$ cat config.mk
export PLATFORM = sky130hd
export DESIGN_NAME = wb_bus_arb
export DESIGN_NICKNAME = d
export VERILOG_FILES = /design/src/rtl/wb_bus_arb.sv
export SDC_FILE = /design/constraint.sdc
export NUM_CORES = 1
export LEC_CHECK = 0
export ABC_AREA = 1
export ABC_CLOCK_PERIOD_IN_PS = 2650
export CAP_MARGIN = 20
export CORE_AREA = 2 2 105 107
export DETAILED_ROUTE_END_ITERATION = 10
export DIE_AREA = 0 0 107 109
export HOLD_SLACK_MARGIN = 0.12
export PLACE_DENSITY = 0.82
export SETUP_SLACK_MARGIN = 0.5
export SYNTH_ARGS = -nofsm -noshare
export SYNTH_HDL_FRONTEND = slang
export SYNTH_SLANG_ARGS = --single-unit
$ cat constraint.sdc
create_clock -name clk_i -period 2.65 [get_ports clk_i]
set_input_delay 0.53 -clock clk_i [delete_from_list [all_inputs] [get_ports clk_i]]
set_output_delay 0.53 -clock clk_i [all_outputs]
set_load 0.02 [all_outputs]
$ cat src/rtl/wb_bus_arb.sv
// wb_bus_arb: round-robin arbiter for classic Wishbone masters with value/mask slave decode
// and error termination. Define WB_BUS_TIMEOUT_EN to add a slave-ack timeout counter.
module wb_bus_arb #(
  parameter int                 WB_DATA_WIDTH  = 8,
  parameter int                 WB_ADDR_WIDTH  = 16,
  parameter int                 NUM_MASTERS    = 2,
  parameter int                 NUM_SLAVES     = 3,
  parameter logic [WB_DATA_WIDTH-1:0] ERR_DATA = 8'hFF,
  parameter int                 TIMEOUT_CYCLES = 255
) (
  input  logic                               clk_i,
  input  logic                               rst_n_i,
  input  logic [NUM_MASTERS-1:0]             mstr_stb_i,
  input  logic [NUM_MASTERS-1:0]             mstr_we_i,
  input  logic [NUM_MASTERS*WB_ADDR_WIDTH-1:0] mstr_adr_i,
  input  logic [NUM_MASTERS*WB_DATA_WIDTH-1:0] mstr_dat_i,
  output logic [NUM_MASTERS-1:0]             mstr_ack_o,
  output logic [NUM_MASTERS-1:0]             mstr_err_o,
  output logic [WB_DATA_WIDTH-1:0]           mstr_dat_o,
  input  logic [NUM_SLAVES*WB_ADDR_WIDTH-1:0] bus_slv_addr_decode_value,
  input  logic [NUM_SLAVES*WB_ADDR_WIDTH-1:0] bus_slv_addr_decode_mask,
  output logic [NUM_SLAVES-1:0]              slv_stb_o,
  output logic [NUM_SLAVES-1:0]              slv_we_o,
  output logic [NUM_SLAVES*WB_ADDR_WIDTH-1:0] slv_adr_o,
  output logic [NUM_SLAVES*WB_DATA_WIDTH-1:0] slv_dat_o,
  input  logic [NUM_SLAVES-1:0]              slv_ack_i,
  input  logic [NUM_SLAVES*WB_DATA_WIDTH-1:0] slv_dat_i,
  output logic [NUM_MASTERS-1:0]             grant_o,
  output logic [1:0]                         dbg_state_o
);

  localparam int MW = (NUM_MASTERS > 1) ? $clog2(NUM_MASTERS) : 1;
  localparam int SW = (NUM_SLAVES > 1) ? $clog2(NUM_SLAVES) : 1;

  typedef enum logic [1:0] {IDLE, BUSY, ERR, DONE} state_t;

  state_t                 state_q, state_d;
  logic [NUM_MASTERS-1:0] grant_q, grant_d;
  logic [MW-1:0]          gidx_q, gidx_d;
  logic [MW-1:0]          rr_q, rr_d;

  function automatic logic [MW-1:0] wrap_idx(input logic [MW-1:0] base, input int k);
    int s;
    s = int'(base) + k;
    if (s >= NUM_MASTERS) s = s - NUM_MASTERS;
    return MW'(s);
  endfunction

  // Signals of the currently granted master.
  logic                     g_stb, g_we;
  logic [WB_ADDR_WIDTH-1:0] g_adr;
  logic [WB_DATA_WIDTH-1:0] g_dat;

  always_comb begin
    g_stb = mstr_stb_i[gidx_q];
    g_we  = mstr_we_i[gidx_q];
    g_adr = mstr_adr_i[gidx_q*WB_ADDR_WIDTH +: WB_ADDR_WIDTH];
    g_dat = mstr_dat_i[gidx_q*WB_DATA_WIDTH +: WB_DATA_WIDTH];
  end

  // Round-robin pick: smallest offset from the pointer wins, so scan downwards.
  logic          req_any;
  logic [MW-1:0] pick;

  always_comb begin
    req_any = |mstr_stb_i;
    pick    = rr_q;
    for (int k = NUM_MASTERS-1; k >= 0; k--) begin
      if (mstr_stb_i[wrap_idx(rr_q, k)]) pick = wrap_idx(rr_q, k);
    end
  end

  // Slave s occupies the vector slice NUM_SLAVES-1-s; scanning downwards lets slave 0 win.
  logic          hit;
  logic [SW-1:0] hit_b;

  always_comb begin
    hit   = 1'b0;
    hit_b = '0;
    for (int s = NUM_SLAVES-1; s >= 0; s--) begin
      if ((g_adr & bus_slv_addr_decode_mask[(NUM_SLAVES-1-s)*WB_ADDR_WIDTH +: WB_ADDR_WIDTH]) ==
          (bus_slv_addr_decode_value[(NUM_SLAVES-1-s)*WB_ADDR_WIDTH +: WB_ADDR_WIDTH] &
           bus_slv_addr_decode_mask[(NUM_SLAVES-1-s)*WB_ADDR_WIDTH +: WB_ADDR_WIDTH])) begin
        hit   = 1'b1;
        hit_b = SW'(NUM_SLAVES-1-s);
      end
    end
  end

  logic busy_ack;
  assign busy_ack = (state_q == BUSY) && g_stb && hit && slv_ack_i[hit_b];

  logic to_hit;
`ifdef WB_BUS_TIMEOUT_EN
  localparam int TW = $clog2(TIMEOUT_CYCLES+1);
  logic [TW-1:0] to_cnt_q;

  // Counts BUSY cycles including the current one; fires on the last allowed cycle.
  always_ff @(posedge clk_i or negedge rst_n_i) begin
    if (!rst_n_i)                          to_cnt_q <= '0;
    else if (state_q == BUSY && !busy_ack) to_cnt_q <= to_cnt_q + 1'b1;
    else                                   to_cnt_q <= '0;
  end

  assign to_hit = (to_cnt_q == TW'(TIMEOUT_CYCLES-1));
`else
  assign to_hit = 1'b0;
`endif

  always_ff @(posedge clk_i or negedge rst_n_i) begin
    if (!rst_n_i) begin
      state_q <= IDLE;
      grant_q <= '0;
      gidx_q  <= '0;
      rr_q    <= '0;
    end else begin
      state_q <= state_d;
      grant_q <= grant_d;
      gidx_q  <= gidx_d;
      rr_q    <= rr_d;
    end
  end

  always_comb begin
    state_d    = state_q;
    grant_d    = grant_q;
    gidx_d     = gidx_q;
    rr_d       = rr_q;
    slv_stb_o  = '0;
    mstr_ack_o = '0;
    mstr_err_o = '0;
    mstr_dat_o = '0;
    case (state_q)
      IDLE: begin
        if (req_any) begin
          state_d       = BUSY;
          gidx_d        = pick;
          grant_d       = '0;
          grant_d[pick] = 1'b1;
        end
      end
      BUSY: begin
        if (!g_stb) begin
          // Abort: no response, but the pointer still moves past this master.
          state_d = IDLE;
          grant_d = '0;
          rr_d    = wrap_idx(gidx_q, 1);
        end else if (!hit) begin
          state_d = ERR;
        end else begin
          slv_stb_o[hit_b] = 1'b1;
          mstr_dat_o       = slv_dat_i[hit_b*WB_DATA_WIDTH +: WB_DATA_WIDTH];
          if (busy_ack) begin
            mstr_ack_o[gidx_q] = 1'b1;
            state_d            = DONE;
            grant_d            = '0;
            rr_d               = wrap_idx(gidx_q, 1);
          end else if (to_hit) begin
            state_d = ERR;
          end
        end
      end
      ERR: begin
        mstr_err_o[gidx_q] = 1'b1;
        mstr_dat_o         = ERR_DATA;
        state_d            = DONE;
        grant_d            = '0;
        rr_d               = wrap_idx(gidx_q, 1);
      end
      DONE:    state_d = IDLE;
      default: state_d = IDLE;
    endcase
  end

  assign slv_we_o    = {NUM_SLAVES{g_we}};
  assign slv_adr_o   = {NUM_SLAVES{g_adr}};
  assign slv_dat_o   = {NUM_SLAVES{g_dat}};
  assign grant_o     = grant_q;
  assign dbg_state_o = state_q;

endmodule

==> flow_metrics.py <==
metrics = {
    "status": {
        "status": "finished with violations",
        "failed_checks": "negative setup slack",
    },
    "synth": {
        "synth-edff-count": 0,
        "avgSynthCellArea_um2": 5.37,
        "synth-seq-cells": 6,
        "yosys.area.top_type": "nand2_1",
        "synth_top_area_share_pct": 23.3,
        "synthFlopType": "dfrtp_1",
        "synth-seq-area-share_pct": 5.48,
        "synth_most_common_cell": "nand2_1",
        "synth.distinct_cells": 26,
        "synthesis.area_um2": 2740,
        "syn_nets": 692,
        "synth_commonest_cells": "nand2_1 (170), nand3_1 (60), buf_4 (52)",
        "syn_inst": 510,
        "synth_area_leaders": "nand2_1 (23%), buf_4 (14%), nand3_1 (11%), nand4_1 (8.0%), inv_1 (6.8%)",
        "async_flop_share_pct": 100,
        "yosysWarnings": 0,
    },
    "sta": {
        "maxSlewViolCount": 0,
        "finalCriticalPeriod_ns": 2.97,
        "fmax_ghz": 0.337,
        "final-hold-violation-count": 0,
        "fin_crit_sh_pct": 112,
        "finalSetupViolations": 13,
        "tns_ns": -3.44,
        "grt_setup_unrepaired": "yes",
        "maxSlewHeadroom_pct": 79.9,
        "tightest_slew_ns": 0.299,
        "setup_ws_ns": -0.316,
        "finalClockSkew_ns": 0.00482,
    },
    "worst_setup_path": {
        "crit_top_cell": "nand2_1",
        "cp_slowest_cell": "dfrtp_2",
        "max_stage_delay_ns": 0.43,
        "crit_buf_inv": 6,
        "ff2ff_path_depth": 21,
        "crit_chain": "inv_4, buf_12, buf_16, nand2_8, nand2_8, nand2_1, nand2_1, nor2_1, nor2_1, nand2_1, nor2_4, nand2_4, nand3_4, buf_6, nand4_1, nand3_1, nand2_1, inv_2, buf_6",
        "cp-end-kind": "primary output",
        "cp.required_ns": 2.12,
        "critical_path_arrival_ns": 2.44,
        "cp_max_fo": 7,
        "path_class": "reg -> out",
        "r2r_start": "gidx_q",
        "start_kind": "flip-flop",
        "rr_endpoint": "grant_o[1]",
        "rrSetupSlack_ns": 0.08,
        "cp_top_family": "simple AND/OR/NAND/NOR gates",
        "crit_cells": 19,
    },
    "hold_path": {
        "hold_path_class": "reg -> reg",
        "hold_depth": 2,
        "min_to": "grant_o[0]",
        "hp-start": "grant_o[0]",
    },
    "pwr": {
        "seq_power_share_pct": 4.0,
        "peakVddDrop_v": 0.000565,
        "p_int_w": 0.00206,
        "leakage_nw": 3.17,
        "p_comb_share_pct": 93.0,
        "pwr-share-clk_pct": 3.0,
        "p_switching_w": 0.00266,
        "power.share.switching_pct": 56.4,
        "power-per-cell-area_nw_per_um2": 763,
        "p_total_w": 0.00472,
    },
    "cts": {
        "clock_latency_ns": 0.23,
        "cts-root-buf": "clkbuf_8",
        "cts.sink_count": 6,
        "h-tree-depth": 1,
        "cts_buffer_depth": 2,
        "path_clk_slew_ns": 0.04,
        "cts_tree": "done",
        "numCtsBuffers": 3,
    },
    "floorplanning": {
        "pin_count": 271,
        "core_area_um2": 10600,
        "start_util_pct": 25.8,
        "dieArea_um2": 11700,
        "placementRows": 38,
        "die_y_um": 109,
        "die_w_um": 107,
    },
    "route": {
        "wl_per_cell_um": 15.2,
        "ant_nets": 0,
        "vias_per_cell": 4.65,
        "drc": 0,
        "wl_um": 14200,
        "drt-initial-drc-count": 203,
        "vias": 4356,
        "drt-pass1-iter-count": 4,
    },
    "run": {
        "drv_cap": 0,
    },
    "global_routing": {
        "grt_max_degree": 14,
        "grt_pass1_vias": 4189,
        "grt_use_total_pct": 22.2,
        "grt_pass1_wl_um": 20600,
        "antenna_found_initial": 0,
        "gr-total-overflow": 0,
    },
    "cells_and_area": {
        "final_layout_size_suffix_gt1_share_pct": 36.4,
        "num_antenna_cells": 0,
        "final-seq-area_um2": 153,
        "multi_input_area_um2": 2540,
        "fin_nets": 980,
        "fillCellCount": 993,
        "synthToLayoutAreaGrowth_pct": 125,
    },
    "placement": {
        "routabilityCongestion": 0.941,
        "io_buffer_count": 270,
        "hpwlAfterDp_um": 11100,
    },
}
-- cell usage in the layout, fill, tap and decap left out, types with 5 or more instances in the layout --
master and instances:
nand3_1 44, nand2_1 123, nand2_8 11, ha_1 5, nand2_2 42, clkdlybuf4s15_2 6
nand2_4 25, nand3_4 5, nand3_2 12, dlygate4sd2_1 28, buf_6 26, inv_2 8
buf_4 54, buf_2 22, nor2_1 26, inv_1 41, nor2_4 8, nand4_1 35
nand3b_1 24, clkbuf_2 39, clkdlybuf4s50_1 155, dlymetal6s2s_1 7, nor2_2 11
-- logic make-up after synthesis --
family | synth area share [%]
AND/OR/NAND/NOR | 64.8
adder cells (fa/ha/maj) | 2.28
buffers and inverters | 23.7
AO/OA/AOI/OAI | 3.65
flip-flops | 5.48
-- worst reg2reg max path: cells and delay by family (launching register included) --
family | cells | cell delay (ns)
and+or+nand+nor | 16 | 1.35
buffers and inverters | 5 | 0.66
DFF | 1 | 0.43
-- routing by layer --
metal  vias up  wire length [um]  global-route usage (%)
met2       174              7350                    40.5
met1      1967              5760                    27.4
met3        26               847                    2.69
met5         -                 0                       0
li1       2189                 -                       -
met4         0               250                    6.31
-- power groups by stage --
stage	combinational, W	sequential, W	clock [W]
3_5_place_dp	0.00422	0.000176	0
3_3_place_gp	0.00418	0.000174	0
2_1_floorplan	0.00254	0.000209	0
5_1_grt	0.00469	0.000196	0.000150
6_report	0.00439	0.000188	0.000143
4_1_cts	0.00437	0.000186	0.000147
-- what timing repair did --
item / 4_1_cts / 5_1_grt
resized for setup: 351 / 119
setup endpoints to repair: 95 / 75
hold buffers: 0 / 0
gates cloned: 2 / 0
buffers inserted: 14 / 2
pin swaps: 61 / 33
-- how the worst max path moves through the flow --
| stage | startpoint | slack (ns) | to |
|---|---|---|---|
| 6_report | gidx_q | -0.32 | mstr_dat_o[2] |
| 3_3_place_gp | mstr_adr_i[26] | -1.03 | mstr_dat_o[1] |
| 4_1_cts | gidx_q | -0.31 | mstr_dat_o[1] |
| 2_1_floorplan | gidx_q | 0.15 | mstr_dat_o[0] |
| 3_5_place_dp | mstr_adr_i[4] | -1.05 | mstr_dat_o[1] |
| 5_1_grt | gidx_q | -0.50 | mstr_dat_o[3] |
-- layout make-up --
type / instances / share of cell area [%]
Multi-Input combinational cell: 390 / 41.2
Timing Repair Buffer: 341 / 49.3
Clock buffer: 3 / 0.668
Timing Repair inverter: 1 / 0.122
Sequential cell: 6 / 2.47
Inverter: 55 / 3.50
Tap cell: 140 / 2.84
-- metrics by stage --
stage | hold slack, ns | instance area, um^2 | util (%) | setup slack, ns | instances
floorplan | 0.234 | 2900 | - | 0.154 | 510
global placement | 0.471 | 5760 | 54.3 | -1.03 | 915
detailed placement | 0.466 | 5760 | 54.3 | -1.05 | 915
CTS | 0.494 | 6200 | 58.5 | -0.314 | 934
global route | 0.524 | 6180 | 58.3 | -0.495 | 936
finish | 0.492 | 6180 | 58.3 | -0.316 | 936
(Power assumes the default switching activity.)
